$ cat config.mk
export PLATFORM = sky130hd
export DESIGN_NAME = regfile_sb
export DESIGN_NICKNAME = d
export VERILOG_FILES = /design/src/rtl/regfile_sb.sv
export SDC_FILE = /design/constraint.sdc
export NUM_CORES = 1
export LEC_CHECK = 0
export ABC_AREA = 0
export CAP_MARGIN = 40
export CORE_ASPECT_RATIO = 1.25
export CORE_MARGIN = 2
export CORE_UTILIZATION = 48
export CTS_CLUSTER_DIAMETER = 50
export DETAILED_ROUTE_END_ITERATION = 10
export PLACE_DENSITY = 0.69
export SLEW_MARGIN = 20
export SYNTH_ARGS = -nofsm -noshare
export SYNTH_HDL_FRONTEND = slang
export SYNTH_SLANG_ARGS = --single-unit
$ cat constraint.sdc
create_clock -name clk -period 2.4 [get_ports clk]
set_input_delay 0.6 -clock clk [delete_from_list [all_inputs] [get_ports clk]]
set_output_delay 0.6 -clock clk [all_outputs]
set_load 0.02 [all_outputs]
$ cat src/rtl/regfile_sb.sv
// regfile_sb: decode-stage register file with two registered read ports,
// a general write port, a dedicated special-register write port and a
// per-register pending scoreboard.
// Optional feature macro: REGFILE_BYPASS_EN (same-cycle write forwarding
// to the read outputs, and hazard masking of pending bits being retired).
module regfile_sb #(
   parameter int DATA_W   = 16,
   parameter int ADDR_W   = 4,
   parameter int SPEC_IDX = 15
) (
   input  logic                 clk,
   input  logic                 rst,
   input  logic                 rd_en,
   input  logic [ADDR_W-1:0]    rd_addr1,
   input  logic [ADDR_W-1:0]    rd_addr2,
   output logic [DATA_W-1:0]    rd_data1,
   output logic [DATA_W-1:0]    rd_data2,
   output logic [DATA_W-1:0]    rd_spec,
   input  logic                 wr_en,
   input  logic [ADDR_W-1:0]    wr_addr,
   input  logic [DATA_W-1:0]    wr_data,
   input  logic                 spec_wr_en,
   input  logic [DATA_W-1:0]    spec_wr_data,
   input  logic                 alloc_en,
   input  logic [ADDR_W-1:0]    alloc_addr,
   output logic                 hazard,
   output logic [(2**ADDR_W)-1:0] pending
);

   localparam int NREG = 2**ADDR_W;
   localparam logic [ADDR_W-1:0] SPEC_A = ADDR_W'(SPEC_IDX);

   logic [DATA_W-1:0] r_regs [NREG];
   logic [NREG-1:0]   r_pending;
   logic [NREG-1:0]   w_set;
   logic [NREG-1:0]   w_clr;
   logic [NREG-1:0]   w_pend_nxt;
   logic [NREG-1:0]   w_hz_pend;
   logic              w_wr_gen;
   logic [DATA_W-1:0] w_src1;
   logic [DATA_W-1:0] w_src2;
   logic [DATA_W-1:0] w_src_spec;

   assign w_wr_gen = wr_en && (wr_addr != '0);

`ifdef REGFILE_BYPASS_EN
   // Value a read of address a returns this cycle, including in-flight writes;
   // the special port outranks the general port on SPEC_IDX.
   function automatic logic [DATA_W-1:0] f_fwd(
      input logic [ADDR_W-1:0] a,
      input logic [DATA_W-1:0] stored,
      input logic              we,
      input logic [ADDR_W-1:0] wa,
      input logic [DATA_W-1:0] wd,
      input logic              swe,
      input logic [DATA_W-1:0] swd
   );
      logic [DATA_W-1:0] v;
      v = stored;
      if (a == '0)
         v = '0;
      else if (swe && (a == SPEC_A))
         v = swd;
      else if (we && (a == wa))
         v = wd;
      return v;
   endfunction

   // Read sources with forwarding from the general and special write ports
   always_comb begin
      w_src1     = f_fwd(rd_addr1, r_regs[rd_addr1], wr_en, wr_addr, wr_data,
                         spec_wr_en, spec_wr_data);
      w_src2     = f_fwd(rd_addr2, r_regs[rd_addr2], wr_en, wr_addr, wr_data,
                         spec_wr_en, spec_wr_data);
      w_src_spec = f_fwd(SPEC_A, r_regs[SPEC_A], wr_en, wr_addr, wr_data,
                         spec_wr_en, spec_wr_data);
   end

   // A bit being retired this cycle does not stall, unless it is re-allocated
   assign w_hz_pend = r_pending & ~(w_clr & ~w_set);
`else
   // Read sources are the stored (pre-write) values; register 0 stays zero
   always_comb begin
      w_src1     = r_regs[rd_addr1];
      w_src2     = r_regs[rd_addr2];
      w_src_spec = r_regs[SPEC_A];
   end

   assign w_hz_pend = r_pending;
`endif

   // Scoreboard set/clear masks for this cycle
   always_comb begin
      w_set = '0;
      w_clr = '0;
      if (alloc_en && (alloc_addr != '0))
         w_set[alloc_addr] = 1'b1;
      if (w_wr_gen)
         w_clr[wr_addr] = 1'b1;
      if (spec_wr_en)
         w_clr[SPEC_A] = 1'b1;
      // set applied after clear: a newer producer stays outstanding
      w_pend_nxt = ((r_pending & ~w_clr) | w_set) & {{(NREG-1){1'b1}}, 1'b0};
   end

   // Register array update; register 0 is never written
   always_ff @(posedge clk) begin
      if (rst) begin
         for (int unsigned i = 0; i < NREG; i++)
            r_regs[i] <= '0;
      end else begin
         for (int unsigned i = 1; i < NREG; i++) begin
            if (spec_wr_en && (ADDR_W'(i) == SPEC_A))
               r_regs[i] <= spec_wr_data;
            else if (wr_en && (ADDR_W'(i) == wr_addr))
               r_regs[i] <= wr_data;
         end
      end
   end

   // Registered read ports (held while rd_en is low) and the special copy
   always_ff @(posedge clk) begin
      if (rst) begin
         rd_data1 <= '0;
         rd_data2 <= '0;
         rd_spec  <= '0;
      end else begin
         if (rd_en) begin
            rd_data1 <= w_src1;
            rd_data2 <= w_src2;
         end
         rd_spec <= w_src_spec;
      end
   end

   // Pending scoreboard register
   always_ff @(posedge clk) begin
      if (rst)
         r_pending <= '0;
      else
         r_pending <= w_pend_nxt;
   end

   assign pending = r_pending;

   // Combinational hazard on either current read address
   always_comb begin
      hazard = ((rd_addr1 != '0) && w_hz_pend[rd_addr1]) ||
               ((rd_addr2 != '0) && w_hz_pend[rd_addr2]);
   end

endmodule

Yosys cells after proc, flatten, opt, wreduce, memory -nomap -nowiden
Memory sizes are Yosys's and may differ from the RTL's. A register that Yosys moved wholly into a read port is not among the register bits. Index checks and enable logic that the tools add are counted.

Memory bits (writable): 256. Memories: 1. Logic and storage cells: 147. Register bits after elaboration: 16.

Bitwise logic cells: 19. Mux-type cells: 78. Reductions and logical operators: 26. Equality and inequality tests: 15. $lt $le $gt $ge: 6.

Memory list: r_regs (words 16, width 16, rd ports 3, clocked after Yosys merged registers in 3, write ports 16, line 33) `logic [DATA_W-1:0] r_regs [NREG];`.

Operator list (count): $mux W16 (18); $mux W1 (56); $eq A4 B4 Y1 const A (8); $logic_and A1 B1 Y1 (21); $lt A4 B5 Y1 const B (4); $and A16 B16 Y16 (1); $eq A3 B4 Y1 const A (4); $not A16 Y16 (1); $or A1 B1 Y1 (16); $or A16 B16 Y16 (1); $reduce_bool A4 Y1 (4); $bmux W1 S4 (2); $demux W1 S4 (2); $eq A2 B4 Y1 const A (2); $ge A4 B1 Y1 const B (2); $eq A1 B4 Y1 const A (1); $logic_or A1 B1 Y1 (1).

Logic depth before layout (Yosys ltp)
Gate-level depths: netlist of the first run.

Depth in word-level cells: 9. Mapped depth: 8. Gate-level depth less buffers: 4.

Worst setup path before layout of the first run
OpenSTA, ideal clock, no wires.

Kind: input to register. Start: input port wr_addr[1]. End: memory r_regs[15][0] (enable). Setup time: 0.414 ns. Path slack: -0.157 ns. Data arrival time: 2.143 ns. Required time: 1.986 ns. Path buffers: 1. Stages: 3. Path through: clkbuf_1 -> nand2_1 -> o21ai_0.

RTL lines: start: declaration (line 20) `input logic [ADDR_W-1:0] wr_addr,`; end: declaration (line 33).

Final worst setup path of the first run
Start: register r_pending[8], in the netlist pending[8]. End: output port hazard.

Word-level cells in the longest chain between the ends: 4. Elaborated cells on any way between the ends: 7. Classes of those cells: mux (4); reduce/logical (3).

RTL lines: start: declaration (line 34) `logic [NREG-1:0] r_pending;`; start signal: assignment (line 141) `r_pending <= w_pend_nxt;`; $bmux W1 S4 (on tied branches) (line 148, 149); $mux W1 (on tied branches) (line 148, 149); $logic_and A1 B1 Y1 (on tied branches) (line 148, 149); $logic_or A1 B1 Y1 * (line 148) `hazard = ((rd_addr1 != '0) && w_hz_pend[rd_addr1]) ||`; end: declaration (line 26) `output logic hazard,`.

Mark *: on every way between the ends. The rest lies on a longest branch, timed or not. The select of a mux whose other input is x is not followed.

==> impl_metrics.ini, run 1 <==
[outcome]
outcome = complete, but fails checks
violations = negative setup slack

[setup_path]
r2r-end = rd_data2[6]
cp_slowest_cell = mux4_2
worstRegToRegCells = 3
r2r_start = r_regs[15][6]
worstPathMaxFanout = 3
crit_start = pending[8]
path_class = flip-flop to output port
rrSetupSlack_ns = 0.78
critPathRequiredTime_ns = 1.80
end_kind = output port
cp-start-kind = flip-flop
slowest_delay_ns = 0.47
critical_path_arrival_ns = 2.06
cp_cell_sequence = mux4_2 -> nor2b_1 -> nor3_1 -> or3_4 -> buf_6

[cells_and_area]
mostFrequentLayoutCells = 240 x edfxtp_1, 178 x nor2_1, 112 x buf_4
layout_commonest_cell = edfxtp_1
multi_input_area_um2 = 5690
fin_nets = 1439
seq_area_um2 = 8470
area_growth_syn_to_layout_pct = 25.4
final_cells = 1811
drive_gt1_share_pct = 22.1
n_fill_cell = 2298

[route]
via_count = 10900
drtPass1Iterations = 5
routed_wl_um = 42300
drc_errors = 0
wl_per_cell_um = 23.3
antenna_left = 0
vias_per_cell = 6.02
first_iter_violations = 1065

[timing]
maxSlewViolCount = 0
fin_crit_ns = 2.66
timing.final.ws_setup_ns = -0.263
hold_ws_ns = 0.474
fin_crit_sh_pct = 111
max_clock_freq_mhz = 376
finalSetupViolCount = 1
clock_skew_ns = 0.0152
hold_violations = 0
slew_headroom_pct = 53.7
rsz0062_at_grt = true
tightest_slew_ns = 0.677

[yosys]
ys_async_sr_fraction_pct = 0
syn-cell-area_um2 = 14700
synth-main-ff-cell = edfxtp_1
yosys_warnings = 0
avgSynthCellArea_um2 = 12.6
syn-num-nets = 1227
syn_inst = 1173
synth_edf_count = 240
ys_ff_latch = 303
yosysSeqAreaShare_pct = 57.5
synth_cell_types = 52

[pwr]
power_density_nw_per_um2 = 708
finalPower_mw = 13.1
vdd_ir_drop_max_v = 0.000415
leakage_nw = 6.88

[clock_tree]
post-cts-setup-buffer-count = 0
cts.root.buffer_cell = clkbuf_16
numCtsBuffers = 34
clkTransAtPathRegs_ns = 0.06
cts_tree = done
cts_htree_levels = 2
clock_path_buffers = 3
clkLatencyLatePin_ns = 0.53
clock_sinks = 303

[place]
gp_routability_congestion = 0.921
dp_hpwl_um = 30300
io_buffer_count = 117
dp_cells = 1749

[flow_run]
maxCapViolCount = 0

[floorplan]
initial_utilization_pct = 48.9
die_h_um = 200
core_um2 = 30100
rows = 71
die_w_um = 161
die_area_um2 = 32100
io-pin-count = 119

[grt]
grt_usage_pct = 26.5
grt_start_max_net_pins = 89
antenna_found_initial = 2
grt_overflow_total = 0
grt_pass1_vias = 10700
grt_pass1_wl_um = 64000

[hold_path]
hold_depth = 2
min_from = rd_data1[9]
min_to = rd_data1[9]
min_path_type = flip-flop to flip-flop
## where the power goes
part           internal [mW]  switching [mW]
sequential              6.06           0.236
combinational          0.876           0.944
clock                   2.84            2.11
## worst max-delay path: cells and delay by family, from the launching register on
kind,cells,cell delay (ns)
multiplexers,1,0.47
AND/OR/NAND/NOR,3,0.59
buffers and inverters,1,0.14
flip-flops,1,0.34
## worst max-delay path by stage
stage / to / slack (ns)
after global placement: hazard / -0.76
after global routing: hazard / -0.32
after CTS: hazard / -0.25
after detailed placement: hazard / -0.78
final: hazard / -0.26
after floorplan: hazard / -0.06
## state kept, by name, indices dropped and copies added, names as in the netlist
register,flops
r_regs,240
rd_data1,16
rd_data2,16
rd_spec,16
pending,15
## layer usage
metal  part of all wire, %  track usage, %  vias up
li1                      -               -     4886
met3                   8.1            4.28       88
met2                    49            44.4      522
met1                    39            34.8     5407
met4                   3.3            10.7        2
met5                 0.033               0        -
## cell type report
class,instances,share of cell area [%]
Tap cell,401,2.72
Multi-Input combinational cell,759,30.8
Inverter,25,0.508
Timing Repair Buffer,262,14.4
Sequential cell,303,45.9
Clock buffer,44,4.98
Clock inverter,16,0.711
Antenna cell,1,0.0136
## synthesized netlist by cell type (2+ instances only)
master     count  area share [%]
nor4_1        10            0.42
mux4_2        48             7.3
a22oi_1       21             1.1
inv_1         25            0.64
dfxtp_1       63             8.6
nor2_1       179             4.6
nand2b_1       2           0.085
buf_8          3            0.31
mux2_2        47             3.6
a32o_1         6            0.41
nor4b_1       10            0.59
nand3b_1       5            0.25
a22o_1        20             1.2
a2111oi_2      2            0.20
nand3_1       18            0.61
a2111oi_0     12            0.71
a221oi_1      15            0.89
o21ai_0       30             1.0
nor2b_1       40             1.7
and3b_1        2            0.12
a211oi_1      16            0.82
buf_6         10            0.76
mux2i_1       88             6.0
and2_1         4            0.17
buf_2         24            0.82
o211ai_1       6            0.31
o21ai_1        4            0.14
nand4_1        2           0.085
buf_4         11            0.56
o22ai_1       13            0.55
a21oi_1       19            0.65
clkbuf_1      34            0.87
nor3_1         4            0.14
edfxtp_1     240              49
a211o_1       10            0.59
a221o_1       12            0.82
nand2_1      100             2.5
buf_1          4            0.10
## kinds of logic after synthesis
logic type | after synthesis | share of synthesized area, %
multiplexers | 185 | 17.1
other | 1 | 0.0255
AND/OR/NAND/NOR | 384 | 11.7
buffers and inverters | 111 | 4.05
AO/OA/AOI/OAI | 189 | 9.60
flip-flops | 303 | 57.5
## stage by stage
stage | util [%] | setup TNS [ns] | setup slack, ns | area [um2]
final | 61.3 | -0.263 | -0.263 | 18500
after global routing | 61.3 | -0.320 | -0.320 | 18500
after CTS | 61.3 | -0.253 | -0.253 | 18500
after detailed placement | 57.8 | -4.64 | -0.779 | 17400
after global placement | 57.7 | -5.04 | -0.760 | 17400
after floorplan | - | -0.0644 | -0.0644 | 14800
## what timing repair did
action,CTS,global route
gates resized for setup,12,0
pin swaps,2,0
hold buffers,0,0
endpoints found under the setup margin,1,1
No activity file was read; power rests on OpenSTA's default activity.
==> run 2, diff against run 1 <==
--- a/config.mk
+++ b/config.mk
@@ -12,6 +12,7 @@
 export CORE_UTILIZATION = 48
 export CTS_CLUSTER_DIAMETER = 50
 export DETAILED_ROUTE_END_ITERATION = 10
+export GPL_ROUTABILITY_DRIVEN = 1
 export PLACE_DENSITY = 0.69
 export SLEW_MARGIN = 20
 export SYNTH_ARGS = -nofsm -noshare
==> constraint.sdc (replaced) <==
create_clock -name clk -period 2.4 [get_ports clk]
set_input_delay 0.6 -clock clk [delete_from_list [all_inputs] [get_ports clk]]
set_output_delay 0.6 -clock clk [all_outputs]
set_load 0.1 [all_outputs]
==> run 2 against run 1 <==
Against the previous run:
- the run still ends with negative setup slack left
- non-clock buffer count fell by 8
- critical path depth did not move
- first-iteration DRC count did not move
- critical endpoint unchanged
- flip-flop and latch count did not move
- register-to-register slack improved by 0.08 ns
- cell area fell by 1.4%
==> impl_metrics.ini, run 2 (synthesis results as in run 1) <==
[outcome]
outcome = complete, but fails checks
violations = negative setup slack

[floorplan]
die_h_um = 200
die_w_um = 161
rows = 71
io-pin-count = 119
initial_utilization_pct = 48.9
die_area_um2 = 32100
core_um2 = 30100

[pwr]
finalPower_mw = 13.4
leakage_nw = 6.93
vdd_ir_drop_max_v = 0.000454
power_density_nw_per_um2 = 736

[setup_path]
cp_cell_sequence = mux4_2 -> nor2b_1 -> nor3_1 -> or3_4 -> buf_12
cp_top_family = simple AND/OR/NAND/NOR gates
slowest_delay_ns = 0.49
cp_slowest_cell = mux4_2
worstPathMaxFanout = 4
cp-start-kind = flip-flop
critPathRequiredTime_ns = 1.80
cp_num_buf_inv = 1
end_kind = output port
critical_path_arrival_ns = 2.19
path_class = flip-flop to output port

[place]
dp_hpwl_um = 30900
dp_cells = 1742
io_buffer_count = 117
gp_routability_congestion = 0.928

[timing]
maxSlewViolCount = 0
slew_headroom_pct = 51.0
max_clock_freq_mhz = 358
finalSetupViolCount = 1
fin_crit_sh_pct = 116
timing.final.ws_setup_ns = -0.394
fin_crit_ns = 2.79
rsz0062_at_grt = true
tightest_slew_ns = 0.732
clock_skew_ns = 0.0129
hold_violations = 0

[route]
first_iter_violations = 1065
wl_per_cell_um = 23.4
drtPass1Iterations = 5
drc_errors = 0
antenna_left = 0
via_count = 10600
vias_per_cell = 5.89
routed_wl_um = 42100

[grt]
antenna_found_initial = 2
grt_pass1_wl_um = 62700
grt_pass1_vias = 10400
grt_start_max_net_pins = 83
grt_overflow_total = 0
grt_usage_pct = 26.0

[cells_and_area]
largest_reg_flops = 240
final_cells = 1801
drive_gt1_share_pct = 26.6
layout_commonest_cell = edfxtp_1
mostFrequentLayoutCells = 240 x edfxtp_1, 178 x nor2_1, 170 x buf_4
top_register = r_regs
fin_nets = 1428
area_growth_syn_to_layout_pct = 23.7
fin_util_pct = 60.5

[clock_tree]
numCtsBuffers = 31
clock_sinks = 303
clock_path_buffers = 3
cts_htree_levels = 1
clkTransAtPathRegs_ns = 0.07
clkLatencyLatePin_ns = 0.57
cts_hold_buf = 0
cts.root.buffer_cell = clkbuf_16
cts_tree = done

[hold_path]
min_path_type = flip-flop to flip-flop

[flow_run]
maxCapViolCount = 0
-- run 2: cell count changes in the layout (fill, tap and decap cells not counted), sizes merged --
| cell | change |
|---|---|
| clkinvlp | -3 |
| clkdlybuf4s50 | -63 |
| inv | -3 |
| clkinv | +9 |
| buf | +54 |
| dlygate4sd2 | +1 |
| clkbuf | -7 |
| bufinv | +1 |
| diode | +1 |
-- run 2: final timing paths --
path	startpoint	endpoint	slack [ns]	cells after the start
min	rd_data1[8]	rd_data1[8]	0.50	2
max	pending[11]	hazard	-0.39	5
max reg2reg	r_regs[15][3]	rd_data1[3]	0.86	5
min reg2reg	rd_data1[8]	rd_data1[8]	0.50	2
-- run 2: per-layer routing --
layer | global-route usage [%] | share of wire (%) | routed length [um]
met5 | 0 | 0 | 0
met4 | 7.97 | 2.5 | 1050
met3 | 3.37 | 6.6 | 2760
met2 | 46.2 | 51 | 21400
met1 | 33.6 | 40 | 16900
-- run 2: through the flow --
step / hold slack [ns] / setup TNS, ns / instance area, um2 / setup WS (ns)
after floorplan: 0.474 / -0.189 / 14800 / -0.189
after global placement: 0.488 / -5.07 / 17200 / -0.498
after detailed placement: 0.490 / -4.63 / 17200 / -0.499
after CTS: 0.499 / -0.398 / 18200 / -0.398
after global routing: 0.515 / -0.430 / 18200 / -0.430
final: 0.495 / -0.394 / 18200 / -0.394
-- run 2: timing repair --
item                                    4_1_cts  5_1_grt
resized for setup                             4        0
endpoints found under the setup margin        1        1
cloned                                        0        0
buffers inserted                              0        0
pin swaps                                     0        0
-- run 2: report_power, final --
part	total [mW]	internal, mW	switching (mW)
Combinational	2.28	0.850	1.43
Sequential	6.31	6.06	0.247
Clock	4.80	2.73	2.07
-- run 2: tightest hold or removal path, delay by kind of cell (launching register included) --
kind	cells	cell delay, ns
simple gates	1	0.06
flops	1	0.32
compound gates	1	0.07
-- run 2: final cells by class --
cell class	count	area, um2
Tap cell	401	502
Clock inverter	20	186
Fill cell	2384	11900
Timing Repair Buffer	254	2410
Clock buffer	37	840
Inverter	25	93.8
Antenna cell	2	5.00
Sequential cell	303	8480
Multi-Input combinational cell	759	5690
